$ cat config.mk
export PLATFORM = sky130hd
export DESIGN_NAME = mem_port_arbiter
export DESIGN_NICKNAME = d
export VERILOG_FILES = /design/src/rtl/mem_arb_pkg.sv /design/src/rtl/rr_arbiter2.sv /design/src/rtl/mem_port_arbiter.sv
export SDC_FILE = /design/constraint.sdc
export NUM_CORES = 1
export LEC_CHECK = 0
export ABC_AREA = 1
export CAP_MARGIN = 20
export CELL_PAD_IN_SITES_DETAIL_PLACEMENT = 1
export CELL_PAD_IN_SITES_GLOBAL_PLACEMENT = 2
export CORE_MARGIN = 3
export CORE_UTILIZATION = 32
export CTS_CLUSTER_DIAMETER = 40
export DETAILED_ROUTE_END_ITERATION = 10
export DONT_BUFFER_PORTS = 1
export GPL_ROUTABILITY_DRIVEN = 0
export HOLD_SLACK_MARGIN = 0.1
export PLACE_DENSITY_LB_ADDON = 0.08
export SKIP_CTS_REPAIR_TIMING = 1
export SYNTH_ARGS = -nofsm -noshare
export SYNTH_HDL_FRONTEND = slang
export SYNTH_SLANG_ARGS = --single-unit
$ cat constraint.sdc
create_clock -name clk -period 1.5 [get_ports clk]
set_input_delay 0.3 -clock clk [delete_from_list [all_inputs] [get_ports clk]]
set_output_delay 0.3 -clock clk [all_outputs]
set_load 0.01 [all_outputs]
$ cat src/rtl/mem_arb_pkg.sv
// Shared definitions for the two-requester memory port arbiter:
// FSM state encoding and requester index constants.
package mem_arb_pkg;

  typedef enum logic [1:0] {
    ST_IDLE = 2'd0,
    ST_BUSY = 2'd1,
    ST_RESP = 2'd2
  } state_t;

  localparam logic REQ_CPU = 1'b0;
  localparam logic REQ_DBG = 1'b1;

endpackage

$ cat src/rtl/rr_arbiter2.sv
// Two-way round-robin pick. On a tie the requester that was not granted
// last time wins; otherwise whichever requester is asking wins.
module rr_arbiter2
  import mem_arb_pkg::*;
(
  input  logic req0,
  input  logic req1,
  input  logic last,
  output logic gnt_vld,
  output logic gnt_idx
);

  // Combinational grant decision from the two requests and the last winner.
  always_comb begin
    gnt_vld = req0 | req1;
    gnt_idx = REQ_CPU;
    if (req0 && req1) begin
      gnt_idx = ~last;
    end else if (req1) begin
      gnt_idx = REQ_DBG;
    end
  end

endmodule

$ cat src/rtl/mem_port_arbiter.sv
// Shares one memory port between the CPU core (requester 0) and a
// loader/debug port (requester 1). Each transaction runs IDLE -> BUSY -> RESP:
// the winner's command is latched in IDLE, held on the memory port through
// BUSY, and answered with a one-cycle ack in RESP. A watchdog turns a memory
// that never answers into an error response after TIMEOUT busy cycles.
module mem_port_arbiter
  import mem_arb_pkg::*;
#(
  parameter int AW      = 32,
  parameter int DW      = 32,
  parameter int TIMEOUT = 15,
  parameter int TW      = 4
) (
  input  logic          clk,
  input  logic          reset,
  input  logic          req0,
  input  logic          we0,
  input  logic [AW-1:0] addr0,
  input  logic [DW-1:0] wdata0,
  output logic [DW-1:0] rdata0,
  output logic          ack0,
  output logic          err0,
  input  logic          req1,
  input  logic          we1,
  input  logic [AW-1:0] addr1,
  input  logic [DW-1:0] wdata1,
  output logic [DW-1:0] rdata1,
  output logic          ack1,
  output logic          err1,
  output logic          mem_en,
  output logic          mem_we,
  output logic [AW-1:0] mem_adr,
  output logic [DW-1:0] mem_wdata,
  input  logic [DW-1:0] mem_rdata,
  input  logic          mem_ready
);

  state_t        state;
  logic          idx_q;
  logic          we_q;
  logic [AW-1:0] addr_q;
  logic [DW-1:0] wdata_q;
  logic [DW-1:0] data_q;
  logic          err_q;
  logic          last_q;
  logic [TW-1:0] cnt_q;

  logic          gnt_vld;
  logic          gnt_idx;
  logic          resp0;
  logic          resp1;

  rr_arbiter2 u_rr (
    .req0    (req0),
    .req1    (req1),
    .last    (last_q),
    .gnt_vld (gnt_vld),
    .gnt_idx (gnt_idx)
  );

  // Transaction FSM with command latches and busy-cycle watchdog.
  // last_q resets to the debug port so the CPU wins the first tie.
  always_ff @(posedge clk or negedge reset) begin
    if (!reset) begin
      state   <= ST_IDLE;
      idx_q   <= REQ_CPU;
      we_q    <= 1'b0;
      addr_q  <= '0;
      wdata_q <= '0;
      data_q  <= '0;
      err_q   <= 1'b0;
      last_q  <= REQ_DBG;
      cnt_q   <= '0;
    end else begin
      case (state)
        ST_IDLE: begin
          if (gnt_vld) begin
            idx_q   <= gnt_idx;
            we_q    <= gnt_idx ? we1 : we0;
            addr_q  <= gnt_idx ? addr1 : addr0;
            wdata_q <= gnt_idx ? wdata1 : wdata0;
            state   <= ST_BUSY;
          end
        end
        ST_BUSY: begin
          // A ready memory beats the watchdog on the final permitted cycle.
          if (mem_ready) begin
            data_q <= we_q ? '0 : mem_rdata;
            err_q  <= 1'b0;
            state  <= ST_RESP;
          end else if (cnt_q == TW'(TIMEOUT - 1)) begin
            data_q <= '0;
            err_q  <= 1'b1;
            cnt_q  <= cnt_q + TW'(1);
            state  <= ST_RESP;
          end else begin
            cnt_q <= cnt_q + TW'(1);
          end
        end
        ST_RESP: begin
          last_q <= idx_q;
          cnt_q  <= '0;
          state  <= ST_IDLE;
        end
        default: begin
          state <= ST_IDLE;
        end
      endcase
    end
  end

  // Memory side is decoded from state and the latched command only, so a
  // requester can never reach mem_* combinationally.
  assign mem_en    = (state == ST_BUSY);
  assign mem_we    = mem_en & we_q;
  assign mem_adr   = addr_q;
  assign mem_wdata = wdata_q;

  // Response side: only the granted requester sees ack/rdata/err in RESP.
  assign resp0  = (state == ST_RESP) && (idx_q == REQ_CPU);
  assign resp1  = (state == ST_RESP) && (idx_q == REQ_DBG);
  assign ack0   = resp0;
  assign ack1   = resp1;
  assign rdata0 = resp0 ? data_q : '0;
  assign rdata1 = resp1 ? data_q : '0;
  assign err0   = resp0 & err_q;
  assign err1   = resp1 & err_q;

endmodule

==> metrics.md, run 1 <==
| Metric | Value |
|---|---|
| Most common cell after layout, fill and taps aside | nand2_1 |
| DR iter-0 viols | 189 |
| Synth unique cells | 15 |
| Critical Path, Cell by Cell | inv_2, nand2_4, nor2_4, inv_4, buf_12, nor2_1, buf_4 |
| Setup TNS | -18.76 ns |
| Met2 Track Usage GR | 0.351 |
| Worst Skew | between 0.007 and 0.008 ns |
| Final WS setup | -0.322 ns |
| Synthesized area | 5850 sq um |
| Warnings from Yosys | 0 |
| Final setup vio count | just over 100 |
| Worst EP arrival | around 1.5 ns |
| Routed Antenna Nets | 0 |
| Layout cells sized above 1 | 0.184 |
| Pwr Total | 13.7 mW |
| Crit-path max cell delay | 0.39 ns |
| Largest net degree at the start of global routing | roughly 110 |
| Fin crit period | approximately 1.8 ns |
| Clk Latency, worst-skew pair | ~0.35 ns |
| Seq/Total Area, Yosys | 0.454 |
| Chip width | between 100 and 150 um |
| Number of port buffers | 0 |
| Peak VDD IR | 0.000964 V |
| Post-Syn Nets | about 1,000 |
| Violated checks | hold timing, setup timing |
| Global-route wire length before repair | ~32,000 um |
| Met3 Track Usage GR | 0.0577 |
| Setup crit start kind | flip-flop |
| Clk pin slew, worst setup/hold paths | approximately 0.07 ns |
| Tcrit/Tclk final | 1.21 |
| R2R Setup Slk | -0.03 ns |
| Critical R2R Launch | state[1] |
| Top delay family on crit path | buffers and inverters |
| Slowest cell on crit path | dfrtp_1 |
| Sink Count | about 110 |
| Final hold viol count | 106 |
| WL/cell | approximately 19 um |
| Starting density of the core | 0.332 |
| CTS root buf | clkbuf_16 |
| Tot GR Track Use | 0.202 |
| Die H | between 100 and 150 um |
| Slew @ Worst Pin | about 0.40 ns |
| Leak | between 4 and 5 nW |
| WP data required | roughly 1.2 ns |
| Power Density | about 1800 nW/um^2 |
| R2r worst-path depth | 10 |
| CTS tree | yes |
| # IOs | about 300 |
| DRC errors left | 0 |
| Global routing's busiest layer | met2 |
| Utilization after layout | 0.427 |
| Status | complete, but fails checks |
| Avg Synthesized Cell Area | a little under 7 sq um |
| Met1 Use GR | 0.240 |
| H-tree lvl count | 3 |
| Diodes inserted | 0 |
| Slew margin rel. | 0.732 |
| Congestion Overflow GR | 0 |
| Routed WL | ~22,000 um |
| Total die area | 19,900 sq um |
| Core ar. | approximately 18,000 sq um |
| Nets | about 1,100 |
| Hold Crit Class | in2async |
| Max Freq | approximately 550 MHz |
| Vias per inst | 4.98 |
| Critical setup path kind | reg2out |
| Crit path buf inv count | 4 |
| Post-Place Cells | approximately 1,100 |
| DR vias | just under 6,000 |
| Number of global-route vias before repair | approximately 6,000 |
| Fin. max-slew vios | 0 |
| Worst Setup End Kind | output pin |
| TritonCTS buffer count | 9 |
| Clock buffer depth | 2 |
| MaxCap Viol Count | 0 |
| CP Max Fanout | 17 |
| Synthesis-to-layout area growth | 28.5% |
| Initial antenna violation count | 0 |
| Reg2reg end | data_q[12] |
| Hold slack | -0.359 ns |
| Cell Rows | 48 |
| Final HPWL DP | 14,300 um |
| Synth Instances | roughly 870 |
| Flops & latches, synth | ~110 |
| Drt pass-1 iters | 4 |
| Final instance count without filler cells | 1,163 |
| RSZ-0062 raised after global routing | yes |
| Commonest non-fill, non-tap cells in the layout | nand2_1 (270), inv_1 (170), nand3_1 (135) |
metrics by stage:
step	cell area, sq um	setup WS (ns)
global placement	6680	0.0922
global route	7510	-0.416
CTS	7000	-0.390
floorplan	5850	0.0431
finish	7510	-0.322
detailed placement	6680	0.00672
worst max-delay path by stage:
stage | slack [ns] | cells after the start | start | endpoint
6_report | -0.32 | 7 | state[0] | rdata0[2]
5_1_grt | -0.42 | 7 | state[0] | rdata0[2]
4_1_cts | -0.39 | 7 | state[0] | rdata0[19]
3_5_place_dp | 0.007 | 7 | state[0] | rdata0[19]
3_3_place_gp | 0.09 | 7 | state[0] | rdata1[23]
2_1_floorplan | 0.04 | 6 | state[0] | rdata0[10]
cell type report:
type,count,area [sq um]
clock inverters,5,77.6
fillers,2207,10100
multi-input cells,531,2460
clock buffers,11,243
repair buffers,109,1120
inverters,176,673
well taps,225,282
flip-flops and latches,106,2650
registers in the layout (all words and copies together) (netlist names):
| register | count |
|---|---|
| idx_q | 1 |
| err_q | 1 |
| cnt_q | 4 |
| mem_adr | 32 |
| we_q | 1 |
| data_q | 32 |
| state | 2 |
| last_q | 1 |
| mem_wdata | 32 |
synthesized netlist by cell type:
master    count  share of area
clkbuf_1     18          0.012
inv_2         2         0.0013
inv_1       174           0.11
buf_4         5         0.0064
dfrtp_1     105           0.45
nand2_1     284           0.18
nor2_1       74          0.048
dfstp_2       1         0.0045
o21ai_2       1         0.0015
buf_2        31          0.027
xor2_1        1         0.0015
nand4_1      32          0.034
nand3_1     135           0.12
ha_1          2         0.0043
o21ai_0       2         0.0017
routing by layer:
metal / share of wire / vias up
met3: 0.075 / 31
met1: 0.39 / 2816
li1: - / 2725
met4: 0.023 / 0
met5: 0 / -
met2: 0.51 / 222
worst reg2reg max path, cell delays in order (launching register included):
cell and delay (ns):
dfrtp_1 0.42, buf_4 0.15, buf_4 0.13, inv_4 0.08, nand2_8 0.08, inv_8 0.07
buf_8 0.12, nand2_8 0.09, buf_12 0.16, nand2_1 0.07, nand2_1 0.07
power by group:
part           total, mW  switching (mW)  internal, mW
Clock               2.63            1.12          1.51
Combinational       5.45            3.28          2.16
Sequential          5.60            1.42          4.17
cells by family (layout without fill, tap and decap cells):
kind of cell | after synthesis | after routing | synth area share
adder cells (fa/ha/maj) | 2 | 2 | 0.00428
AND/OR/NAND/NOR | 525 | 525 | 0.380
AO/OA/AOI/OAI | 3 | 3 | 0.00321
XOR/XNOR | 1 | 1 | 0.00150
buffers and inverters | 230 | 301 | 0.158
flip-flops | 106 | 106 | 0.454
No activity file was read; power rests on OpenSTA's default activity.
==> inputs of run 2 (changes only) <==
Settings changed: CORE_ASPECT_RATIO set to 0.9, CTS_BUF_LIST set to sky130_fd_sc_hd__clkbuf_16.
==> run 2 against run 1 <==
The flow still finishes with violations (hold timing, setup timing). Worst hold slack better by 0.0025 ns. Wire length is 4.5% lower. Critical path type unchanged. Cell count rose by 0.60%.
==> metrics.md, run 2 (same netlist as run 1, synthesis figures left out) <==
| Metric | Value |
|---|---|
| Status | complete, but fails checks |
| Violated checks | hold timing, setup timing |
| Net Sw Power | 5.67 mW |
| Pint | 7.21 mW |
| Max Freq | 542 MHz |
| WL/cell | ~18 um |
| Final WS setup | -0.347 ns |
| Die H | between 100 and 150 um |
| MaxCap Viol Count | 0 |
| H-tree lvl count | 3 |
| Leak | between 4 and 5 nW |
| Total die area | between 15,000 and 20,000 sq um |
| Chip width | approximately 150 um |
| RSZ-0062 raised after global routing | yes |
| # IOs | about 300 |
| CTS tree | yes |
| Largest net degree at the start of global routing | ~110 |
| DR iter-0 viols | between 200 and 250 |
| Layout cells sized above 1 | 0.185 |
| Number of global-route vias before repair | slightly below 6,000 |
| Number of port buffers | 0 |
| Critical setup path kind | reg2out |
| Power Density | 1760 nW/um^2 |
| Clock buffer depth | 2 |
| DR vias | around 5,700 |
| Setup crit start kind | flip-flop |
| Slowest cell on crit path | dfrtp_1 |
| Most common cell after layout, fill and taps aside | nand2_1 |
| Diodes inserted | 0 |
| Routed WL | 21,200 um |
| Clk pwr share | 0.167 |
| Peak VDD IR | roughly 0.00067 V |
| Congestion Overflow GR | 0 |
| Crit path buf inv count | 4 |
| Tcrit/Tclk final | 1.23 |
| Critical Path, Cell by Cell | inv_2, nand2_4, nor2_4, inv_4, clkbuf_16, nor2_1, buf_4 |
| TritonCTS buffer count | 9 |
| Synthesis-to-layout area growth | 25.5% |
| Commonest non-fill, non-tap cells in the layout | nand2_1 (279), inv_1 (171), nand3_1 (135) |
| Gate power share | 0.397 |
| Clk pin slew, worst setup/hold paths | roughly 0.07 ns |
| Crit-path max cell delay | between 0.4 and 0.5 ns |
| Core ar. | between 15,000 and 20,000 sq um |
| Slew margin rel. | 0.724 |
| Final HPWL DP | roughly 14,000 um |
| Slew @ Worst Pin | 0.412 ns |
| Fin. max-slew vios | 0 |
| Tot GR Track Use | 0.191 |
| Worst EP arrival | ~1.6 ns |
| Sequential Power Share | 0.436 |
| Drt pass-1 iters | 4 |
| Top delay family on crit path | buffers and inverters |
| Final hold viol count | 106 |
| Initial antenna violation count | 0 |
| Starting density of the core | 0.329 |
| Worst Skew | ~0.011 ns |
| Global-route wire length before repair | 30,700 um |
| Switching share of power | 0.440 |
| Final setup vio count | 70 |
| Routed Antenna Nets | 0 |
| Vias per inst | a little under 5 |
| Hold slack | -0.356 ns |
| Hold Crit Class | in2async |
| Nets | 1,094 |
| CP Max Fanout | 8 |
| Fin crit period | roughly 1.8 ns |
| Sink Count | 106 |
| Clk Latency, worst-skew pair | around 0.35 ns |
| CTS root buf | clkbuf_16 |
| Cell Rows | 46 |
| Worst Setup End Kind | output pin |
| WP data required | between 1 and 1.5 ns |
| DRC errors left | 0 |
| Utilization after layout | 0.413 |
run 2: per-stage QoR:
| step | power, mW | TNS [ns] | cell area (sq um) | setup slack (ns) | std cells |
|---|---|---|---|---|---|
| final | 12.9 | -18.63 | 7340 | -0.347 | 1170 |
| after global routing | 13.9 | -23.72 | 7340 | -0.412 | 1170 |
| after CTS | 12.2 | -25.95 | 6850 | -0.450 | 1151 |
| after detailed placement | 10.0 | -0.592 | 6600 | -0.0617 | 1135 |
| after global placement | 9.77 | 0 | 6600 | 0.0740 | 1135 |
| after floorplan | 8.36 | 0 | 5850 | 0.0431 | 867 |
run 2: worst paths after layout:
path	from	endpoint	slack, ns	cells past startpoint
max in group asynchronous	reset	last_q	1.64	0
min	reset	mem_wdata[29]	-0.36	0
max reg2reg	state[1]	data_q[3]	0.07	9
min in group clk	mem_rdata[9]	data_q[9]	0.10	2
min reg2reg	data_q[13]	data_q[13]	0.47	2
max	state[0]	rdata0[0]	-0.35	7
run 2: layout make-up:
class,count,area (sq um)
clock inverter,7,27.5
multi-input combinational,531,2470
clock buffer,9,225
inverter,176,673
tap,240,300
fill,2243,10400
sequential,106,2660
timing repair buffer,101,985
run 2: worst reg2reg max path, cell delays in order (launching register included):
cell	delay, ns
dfrtp_2	0.41
buf_4	0.14
inv_4	0.03
nand2_4	0.10
clkinv_4	0.08
buf_4	0.13
nand2_1	0.11
buf_12	0.20
nand2_1	0.09
nand2_1	0.07
run 2: power groups by stage:
stage	logic [mW]	registers (mW)	clock network, mW
after global placement	4.13	5.64	0
after CTS	4.37	5.62	2.26
after global routing	5.77	5.78	2.38
after floorplan	3.11	5.25	0
after detailed placement	4.36	5.64	0
final	5.11	5.62	2.15
run 2: layer usage:
metal / vias up / GRT usage / wire length, um
met4: 0 / 0.0749 / 596
met1: 2747 / 0.233 / 8680
met5: - / 0 / 0
met3: 33 / 0.0544 / 1640
met2: 213 / 0.319 / 10300
li1: 2717 / - / -
==> inputs of run 3 (changes only) <==
Settings changed: CORE_UTILIZATION 32 to 33, CTS_BUF_LIST sky130_fd_sc_hd__clkbuf_16 to sky130_fd_sc_hd__clkbuf_2.
==> run 3 against run 2 <==
The flow still finishes with violations (hold timing, setup timing). Cell count is 7.9% higher. Combinational power is 4.3% higher. Power is 3.8% lower. Largest power group unchanged.
==> metrics.md, run 3 (same netlist as run 1, synthesis figures left out) <==
| Metric | Value |
|---|---|
| DR iter-0 viols | roughly 260 |
| Clk pwr share | 0.116 |
| Clk Latency, worst-skew pair | around 0.65 ns |
| Global-route wire length before repair | just over 30,000 um |
| CTS tree | yes |
| WP data required | between 1 and 1.5 ns |
| Number of port buffers | 0 |
| Clock buffer depth | 2 |
| Sequential Power Share | 0.454 |
| Post-Place Cells | roughly 1,100 |
| Dpl cell area | around 6600 sq um |
| Reg2reg end | data_q[1] |
| Pwr Total | 12.4 mW |
| R2r worst-path depth | 8 |
| Pint | around 6.7 mW |
| Core ar. | 17,100 sq um |
| TritonCTS buffer count | 9 |
| Final hold viol count | 171 |
| Total die area | about 19,000 sq um |
| Tot GR Track Use | 0.195 |
| Congestion Overflow GR | 0 |
| WL/cell | ~18 um |
| Design Area, Final | around 8200 sq um |
| Power Density | 1510 nW/um^2 |
| Fin crit period | around 2.2 ns |
| Clk pin slew, worst setup/hold paths | 0.33 ns |
| Layout cells sized above 1 | 0.164 |
| Critical setup path kind | reg2out |
| Drt pass-1 iters | 4 |
| Fin. max-slew vios | 0 |
| Starting density of the core | 0.342 |
| Violated checks | hold timing, setup timing |
| Net Sw Power | about 5.7 mW |
| CTS root buf | clkbuf_2 |
| Routed Antenna Nets | 0 |
| Initial antenna violation count | 1 |
| H-tree lvl count | 3 |
| Worst EP arrival | 1.90 ns |
| Largest net degree at the start of global routing | approximately 110 |
| Met2 WL | roughly 11,000 um |
| Tcrit/Tclk final | 1.47 |
| Switching share of power | 0.463 |
| Synthesis-to-layout area growth | 40.8% |
| Die H | approximately 130 um |
| Max Freq | between 400 and 500 MHz |
| Final setup vio count | 70 |
| Vias per inst | 4.85 |
| Status | complete, but fails checks |
| RSZ-0062 raised after global routing | yes |
| CP Max Fanout | 8 |
| Most common cell after layout, fill and taps aside | nand2_1 |
| MaxCap Viol Count | 0 |
| Final HPWL DP | 13,700 um |
| Setup crit start kind | flip-flop |
| Worst Setup End Kind | output pin |
| DRC errors left | 0 |
| Hold slack | -0.698 ns |
| DR vias | a little over 6,000 |
| # IOs | 301 |
| DR WL met3 | between 1500 and 2000 um |
| Setup TNS | -40.89 ns |
| Nets | around 1,200 |
| Leak | roughly 4.6 nW |
| Hold Crit Class | in2async |
| Utilization after layout | 0.481 |
| Slew @ Worst Pin | between 0.4 and 0.5 ns |
| Slew margin rel. | 0.714 |
| Final WS setup | -0.702 ns |
| Cell Rows | 45 |
| Peak VDD IR | 0.000783 V |
| Final instance count without filler cells | ~1,300 |
| Number of global-route vias before repair | between 5,000 and 6,000 |
| R2R Setup Slk | about 0.080 ns |
| Commonest non-fill, non-tap cells in the layout | nand2_1 (279), inv_1 (171), nand3_1 (135) |
| Routed WL | 22,600 um |
| Worst Skew | 0.0520 ns |
| Top Metal Used | met4 |
| Chip width | approximately 150 um |
| Gate power share | 0.430 |
| Met1 WL | between 9000 and 10,000 um |
| Sink Count | 106 |
| Critical R2R Launch | state[1] |
run 3: changes by cell type in the layout (fill, tap and decap cells not counted), sizes merged:
cell         change
diode            +1
buf              -1
dlygate4sd3     +97
clkinv           -4
bufinv           +1
inv              +2
clkinvlp         +1
run 3: worst max path at each step:
stage               slack, ns      from         end  cells past startpoint
floorplan                0.04  state[0]  rdata0[10]                      6
global placement          0.1  state[0]  rdata1[25]                      7
detailed placement      0.009  state[0]  rdata1[22]                      7
CTS                     -0.76  state[0]  rdata1[22]                      7
global route            -0.84  state[0]   rdata0[0]                      7
finish                  -0.70  state[0]  rdata1[31]                      7
run 3: power groups by stage:
stage          Clock [mW]  Combinational [mW]  Sequential [mW]
6_report             1.44                5.33             5.62
5_1_grt              1.63                6.02             5.81
4_1_cts              1.54                4.41             5.60
3_5_place_dp            0                4.40             5.65
3_3_place_gp            0                4.17             5.63
2_1_floorplan           0                3.11             5.25
run 3: per-layer routing:
| layer | global-route usage | vias up |
|---|---|---|
| met5 | 0 | - |
| met4 | 0.0606 | 0 |
| met3 | 0.0698 | 35 |
| met2 | 0.331 | 237 |
| met1 | 0.231 | 2943 |
| li1 | - | 2904 |
run 3: per-stage QoR:
step	worst slack, ns	hold slack, ns
floorplan	0.0431	0.00441
global placement	0.0961	0.00728
detailed placement	0.00916	0.00696
CTS	-0.759	-0.808
global route	-0.836	-0.831
finish	-0.702	-0.698
run 3: critical path, cell delays in order, from the launching register on:
cell       delay (ns)
dfrtp_1          0.46
inv_2            0.08
nand2_4          0.07
inv_4            0.09
nand2_8          0.09
clkbuf_16        0.20
nor2_1           0.16
buf_4            0.15
run 3: cell type report:
type | count | area [sq um]
Antenna cell | 1 | 2.50
Multi-Input combinational cell | 531 | 2460
Inverter | 176 | 666
Clock buffer | 9 | 45.0
Fill cell | 2155 | 8880
Tap cell | 235 | 294
Timing Repair Buffer | 197 | 2020
Sequential cell | 106 | 2660
Clock inverter | 7 | 76.3
